**src/rtl/l1a_lct_event_logger.sv**
```systemverilog
// l1a_lct_event_logger: timestamps L1A/LCT activity and buffers it in a FIFO for readback
module l1a_lct_event_logger #(
    parameter int TS_WIDTH   = 32,
    parameter int DEPTH_LOG2 = 4,
    parameter int OVF_WIDTH  = 16
) (
    input  logic                  clk,
    input  logic                  rst_n,
    input  logic                  en,
    input  logic                  clr,
    input  logic                  l1a,
    input  logic [7:0]            lct,
    input  logic                  rd_en,
    output logic [TS_WIDTH+8:0]   dout,
    output logic                  dout_valid,
    output logic                  empty,
    output logic                  full,
    output logic [DEPTH_LOG2:0]   count,
    output logic [OVF_WIDTH-1:0]  ovf_cnt
);
    localparam int DW = TS_WIDTH + 9;
    localparam int CW = DEPTH_LOG2 + 1;
    localparam logic [CW-1:0] FULL_CNT = {1'b1, {DEPTH_LOG2{1'b0}}};

    logic [TS_WIDTH-1:0]   ts_q, ts_d;
    logic [DEPTH_LOG2-1:0] wr_ptr_q, wr_ptr_d, rd_ptr_q, rd_ptr_d;
    logic [CW-1:0]         count_q, count_d;
    logic [OVF_WIDTH-1:0]  ovf_q, ovf_d;
    logic [DW-1:0]         dout_q, dout_d;
    logic                  empty_q, full_q, dout_valid_q;
    logic                  ev, rd, wr, drop;
    logic [DW-1:0]         mem [2**DEPTH_LOG2];

    // Classify the cycle (capture/pop/drop) and derive next state; clr overrides everything
    always_comb begin
        ev       = en && !clr && (l1a || lct != 8'd0);
        rd       = rd_en && !clr && !empty_q;
        wr       = ev && (!full_q || rd);
        drop     = ev && full_q && !rd;
        ts_d     = clr ? '0 : ts_q + TS_WIDTH'(en);
        wr_ptr_d = clr ? '0 : wr_ptr_q + DEPTH_LOG2'(wr);
        rd_ptr_d = clr ? '0 : rd_ptr_q + DEPTH_LOG2'(rd);
        count_d  = clr ? '0 : count_q + CW'(wr) - CW'(rd);
        ovf_d    = clr ? '0 : ovf_q + OVF_WIDTH'(drop && !(&ovf_q));
        dout_d   = rd ? mem[rd_ptr_q] : dout_q;
    end

    // Control and status registers; flags are recomputed from the next count so they never lag it
    always_ff @(posedge clk or negedge rst_n) begin
        if (!rst_n) begin
            ts_q         <= '0;
            wr_ptr_q     <= '0;
            rd_ptr_q     <= '0;
            count_q      <= '0;
            ovf_q        <= '0;
            dout_q       <= '0;
            empty_q      <= 1'b1;
            full_q       <= 1'b0;
            dout_valid_q <= 1'b0;
        end else begin
            ts_q         <= ts_d;
            wr_ptr_q     <= wr_ptr_d;
            rd_ptr_q     <= rd_ptr_d;
            count_q      <= count_d;
            ovf_q        <= ovf_d;
            dout_q       <= dout_d;
            empty_q      <= count_d == '0;
            full_q       <= count_d == FULL_CNT;
            dout_valid_q <= rd;
        end
    end

    // Event storage stamped with the pre-increment timestamp; a full-FIFO write lands on the slot being popped
    always_ff @(posedge clk) begin
        if (wr) mem[wr_ptr_q] <= {ts_q, l1a, lct};
    end

    assign dout       = dout_q;
    assign dout_valid = dout_valid_q;
    assign empty      = empty_q;
    assign full       = full_q;
    assign count      = count_q;
    assign ovf_cnt    = ovf_q;
endmodule

```
**config.mk**
```make
export PLATFORM = sky130hd
export DESIGN_NAME = l1a_lct_event_logger
export DESIGN_NICKNAME = d
export VERILOG_FILES = /design/src/rtl/l1a_lct_event_logger.sv
export SDC_FILE = /design/constraint.sdc
export NUM_CORES = 1
export LEC_CHECK = 0
export CORE_MARGIN = 2
export CORE_UTILIZATION = 45
export CTS_CLUSTER_SIZE = 30
export DETAILED_ROUTE_END_ITERATION = 6
export PLACE_DENSITY = 0.64
export RECOVER_POWER = 100
export SLEW_MARGIN = 20
export SYNTH_ARGS = -nofsm -noshare
export SYNTH_HDL_FRONTEND = slang
export SYNTH_SLANG_ARGS = --single-unit
```
**constraint.sdc**
```tcl
create_clock -name clk -period 14.4 [get_ports clk]
set_input_delay 2.88 -clock clk [delete_from_list [all_inputs] [get_ports clk]]
set_output_delay 2.88 -clock clk [all_outputs]
set_load 0.005 [all_outputs]
```
==> flow_summary.toml <==
[min_path]
hp-start = "dout[23]"
hold_depth = 2
hold_end = "dout[23]"
min_path_type = "reg -> reg"

[logic_synthesis]
syn_inst = 1542
synth-warning-count = 0
syn-cell-area_sq_um = 29600
synth-compound-area-share = 0.0446
synth-simple-area-share = 0.0337
synthXorXnorAreaFrac = 0.00947
synth_seq_cells = 761
synth.distinct_cells = 44
ys_seq_area_frac = 0.754
muxShareOfSynthArea = 0.138
synth_fa_ha_area_frac = 0.00617
synth_top_family_by_area = "multiplexers"
syn_nets = 1570
synth.avg_cell_area_sq_um = 19.2

[power_and_ir_drop]
seq_power_share = 0.521
p_switching_w = 0.00109
p_leak_nw = 10.3
power_w = 0.00489
peakVddDrop_v = 0.0000846
power_frac_clock = 0.388
power.internal_w = 0.00380
switching_share = 0.223
power.density_nw_per_um2 = 145
pwr-share-comb = 0.091

[sta]
final_max_slew_viol_count = 779
period_share = 0.647
worst_pin_slew_ps = 3450
setup_viol = 0
fmax_mhz = 107
min_period_ps = 9310
fin_worst_skew_ps = 15.0
tns_ps = 0
final_hold_viol_count = 0
rsz0062_at_grt = "false"
maxSlewHeadroom = -1.30

[drt]
vias_per_cell = 5.82
wirelength_um = 65000
final_antenna_net_count = 0
dr.first_iter.drc_count = 1275
wl_per_cell_um = 25.3
first_pass_iters = 5
vias = 15000
drc = 0

[layout]
layout_commonest_cell = "edfxtp_1"
design_area_sq_um = 33700
final_util = 0.515
nets = 1672
syn_to_final_growth_pct = 13.8
fillerInstances = 5238
drive_gt1_frac = 0.173
diodes = 0
layout_common_cells = "edfxtp_1, mux4_2, dfrtp_1, o21ai_0, mux2i_1"

[global_route]
grt_pass1_vias = 15700
grt_pass1_wl_um = 99000
grt_usage = 0.197
antenna_found_initial = 0
grt_max_degree = 123
grt_overflow = 0

[clock_tree]
clock_path_buffers = 3
cts_hold_buf = 0
cts_resized = 0
cts_root_buffer = "clkbuf_16"
insertion_delay_ps = 610
path_clk_slew_ps = 60
postCtsSetupRepairBufs = 0
cts_tree = "done"
cts_inserted_buffers = 76
htree_levels = 3
cts_sinks = 761

[die]
core_area_sq_um = 65400
die_h_um = 260
fp.dieArea_sq_um = 67800
initial_core_util = 0.453
ioPinCount = 79
rows = 94
die_w_um = 260

[critical_path]
crit_chain = "clkbuf_1 -> clkbuf_1 -> or3b_2 -> buf_4 -> nand2_1 -> nand2_1 -> clkbuf_1 -> nor4_1 -> clkbuf_1"
crit_arrival_ps = 9480
criticalPathCategory = "in -> reg"
r2r_start = "empty"
r2r-end = "mem[8][13]"
slowest_delay_ps = 1960
r2r_slack_ps = 8760
end_kind = "flop"
cp-start-kind = "input port"
cp.required_ps = 14560
crit_path_frequent_cell = "clkbuf_1"
cpMaxStageDelayCell = "clkbuf_1"
crit_fanout = 49
ff2ff_path_depth = 7

[flow_run]
cap_violations = 23

[run_status]
violations = "max-capacitance violations, max-slew violations"
status = "finished, violations left"

[placed_design]
place_area_sq_um = 31500
place_congestion = 0.807
dp_hpwl_um = 33800
port_buffers = 78
-- final cells by class --
cell class	instances	area, sq um	share of cell area
clock buffer	112	2140	0.0635
clock inverter	29	244	0.00724
timing repair buffer	112	942	0.0280
tap	864	1080	0.0321
multi-input combinational	678	6880	0.204
sequential	761	22300	0.663
inverter	15	56.3	0.00167
-- cell usage after synthesis (all sizes together) --
| library cell | n | area (sq um) |
|---|---|---|
| edfxtp | 656 | 19700 |
| mux4 | 122 | 2750 |
| dfrtp | 104 | 2600 |
| mux2i | 84 | 841 |
| o21ai | 84 | 420 |
| clkbuf | 60 | 225 |
| mux2 | 43 | 484 |
| a22oi | 42 | 315 |
| a22o | 39 | 342 |
| nor2 | 36 | 135 |
| buf | 28 | 138 |
| nand3 | 24 | 120 |
| a21oi | 19 | 95.1 |
| nand2 | 19 | 71.3 |
| xor2 | 18 | 158 |
| nor2b | 16 | 100 |
| nor3 | 16 | 80.1 |
| inv | 15 | 56.3 |
| o31ai | 14 | 105 |
| or4 | 14 | 109 |
| xnor2 | 14 | 123 |
| ha | 13 | 163 |
| nand4 | 12 | 75.1 |
| nor4 | 8 | 50.1 |
| and4 | 7 | 61.3 |
| or3 | 6 | 37.5 |
| nor4b | 4 | 35.0 |
| or2 | 4 | 25.0 |
| and2 | 3 | 18.8 |
| nand2b | 3 | 18.8 |
| nor3b | 3 | 22.5 |
| or3b | 3 | 26.3 |
| and3 | 2 | 12.5 |
| a2111oi | 1 | 8.76 |
| a21o | 1 | 7.51 |
| a311oi | 1 | 8.76 |
| a41o | 1 | 10.0 |
| dfstp | 1 | 26.3 |
| fa | 1 | 20.0 |
| o21a | 1 | 7.51 |
-- cells by family after synthesis --
logic type,Yosys count
AOI/OAI and AO/OA,203
xor gates and xnor gates,32
DFF,761
and+or+nand+nor,180
muxes,249
buffers and inverters,103
adders and majority gates,14
-- registers in the layout, indices dropped and copies added (netlist names) --
register and cells:
count 5, dout 41, dout_valid 1, empty 1, full 1, mem 656
ovf_cnt 16, rd_ptr_q 4, ts_q 32, wr_ptr_q 4
-- how the worst max path moves through the flow --
stage | start | endpoint | slack, ps | depth (start not counted)
CTS | lct[7] | mem[8][8] | 7820 | 7
finish | clr | mem[8][13] | 5090 | 9
global route | clr | mem[8][6] | 4630 | 9
floorplan | clr | mem[12][0] | 5760 | 5
global placement | lct[7] | mem[8][13] | 7340 | 7
detailed placement | lct[7] | mem[9][14] | 7170 | 7
-- per-stage QoR --
stage / worst slack (ps) / hold WS [ps] / cells
after floorplan: 5760 / 473 / 1542
after global placement: 7340 / 520 / 2429
after detailed placement: 7170 / 519 / 2429
after CTS: 7820 / 533 / 2570
after global routing: 4630 / 546 / 2571
final: 5090 / 523 / 2571
-- critical path: cells and delay by family --
family / cells / cell delay [ps]
buffers and inverters: 5 / 4090
and+or+nand+nor: 4 / 2420
-- metal layers --
metal / track usage / part of all wire / up-vias
met5: 0 / 0 / -
li1: - / - / 6464
met1: 0.277 / 0.44 / 7941
met3: 0.0324 / 0.054 / 99
met4: 0.0532 / 0.022 / 0
met2: 0.321 / 0.49 / 462
-- power by group through the flow --
| stage | combinational [W] | clock, W | sequential, W |
|---|---|---|---|
| 2_1_floorplan | 0.000261 | 0 | 0.00256 |
| 3_3_place_gp | 0.000473 | 0 | 0.00260 |
| 3_5_place_dp | 0.000480 | 0 | 0.00260 |
| 4_1_cts | 0.000483 | 0.00194 | 0.00256 |
| 5_1_grt | 0.000493 | 0.00202 | 0.00256 |
| 6_report | 0.000444 | 0.00190 | 0.00255 |
(Power assumes the default switching activity.)
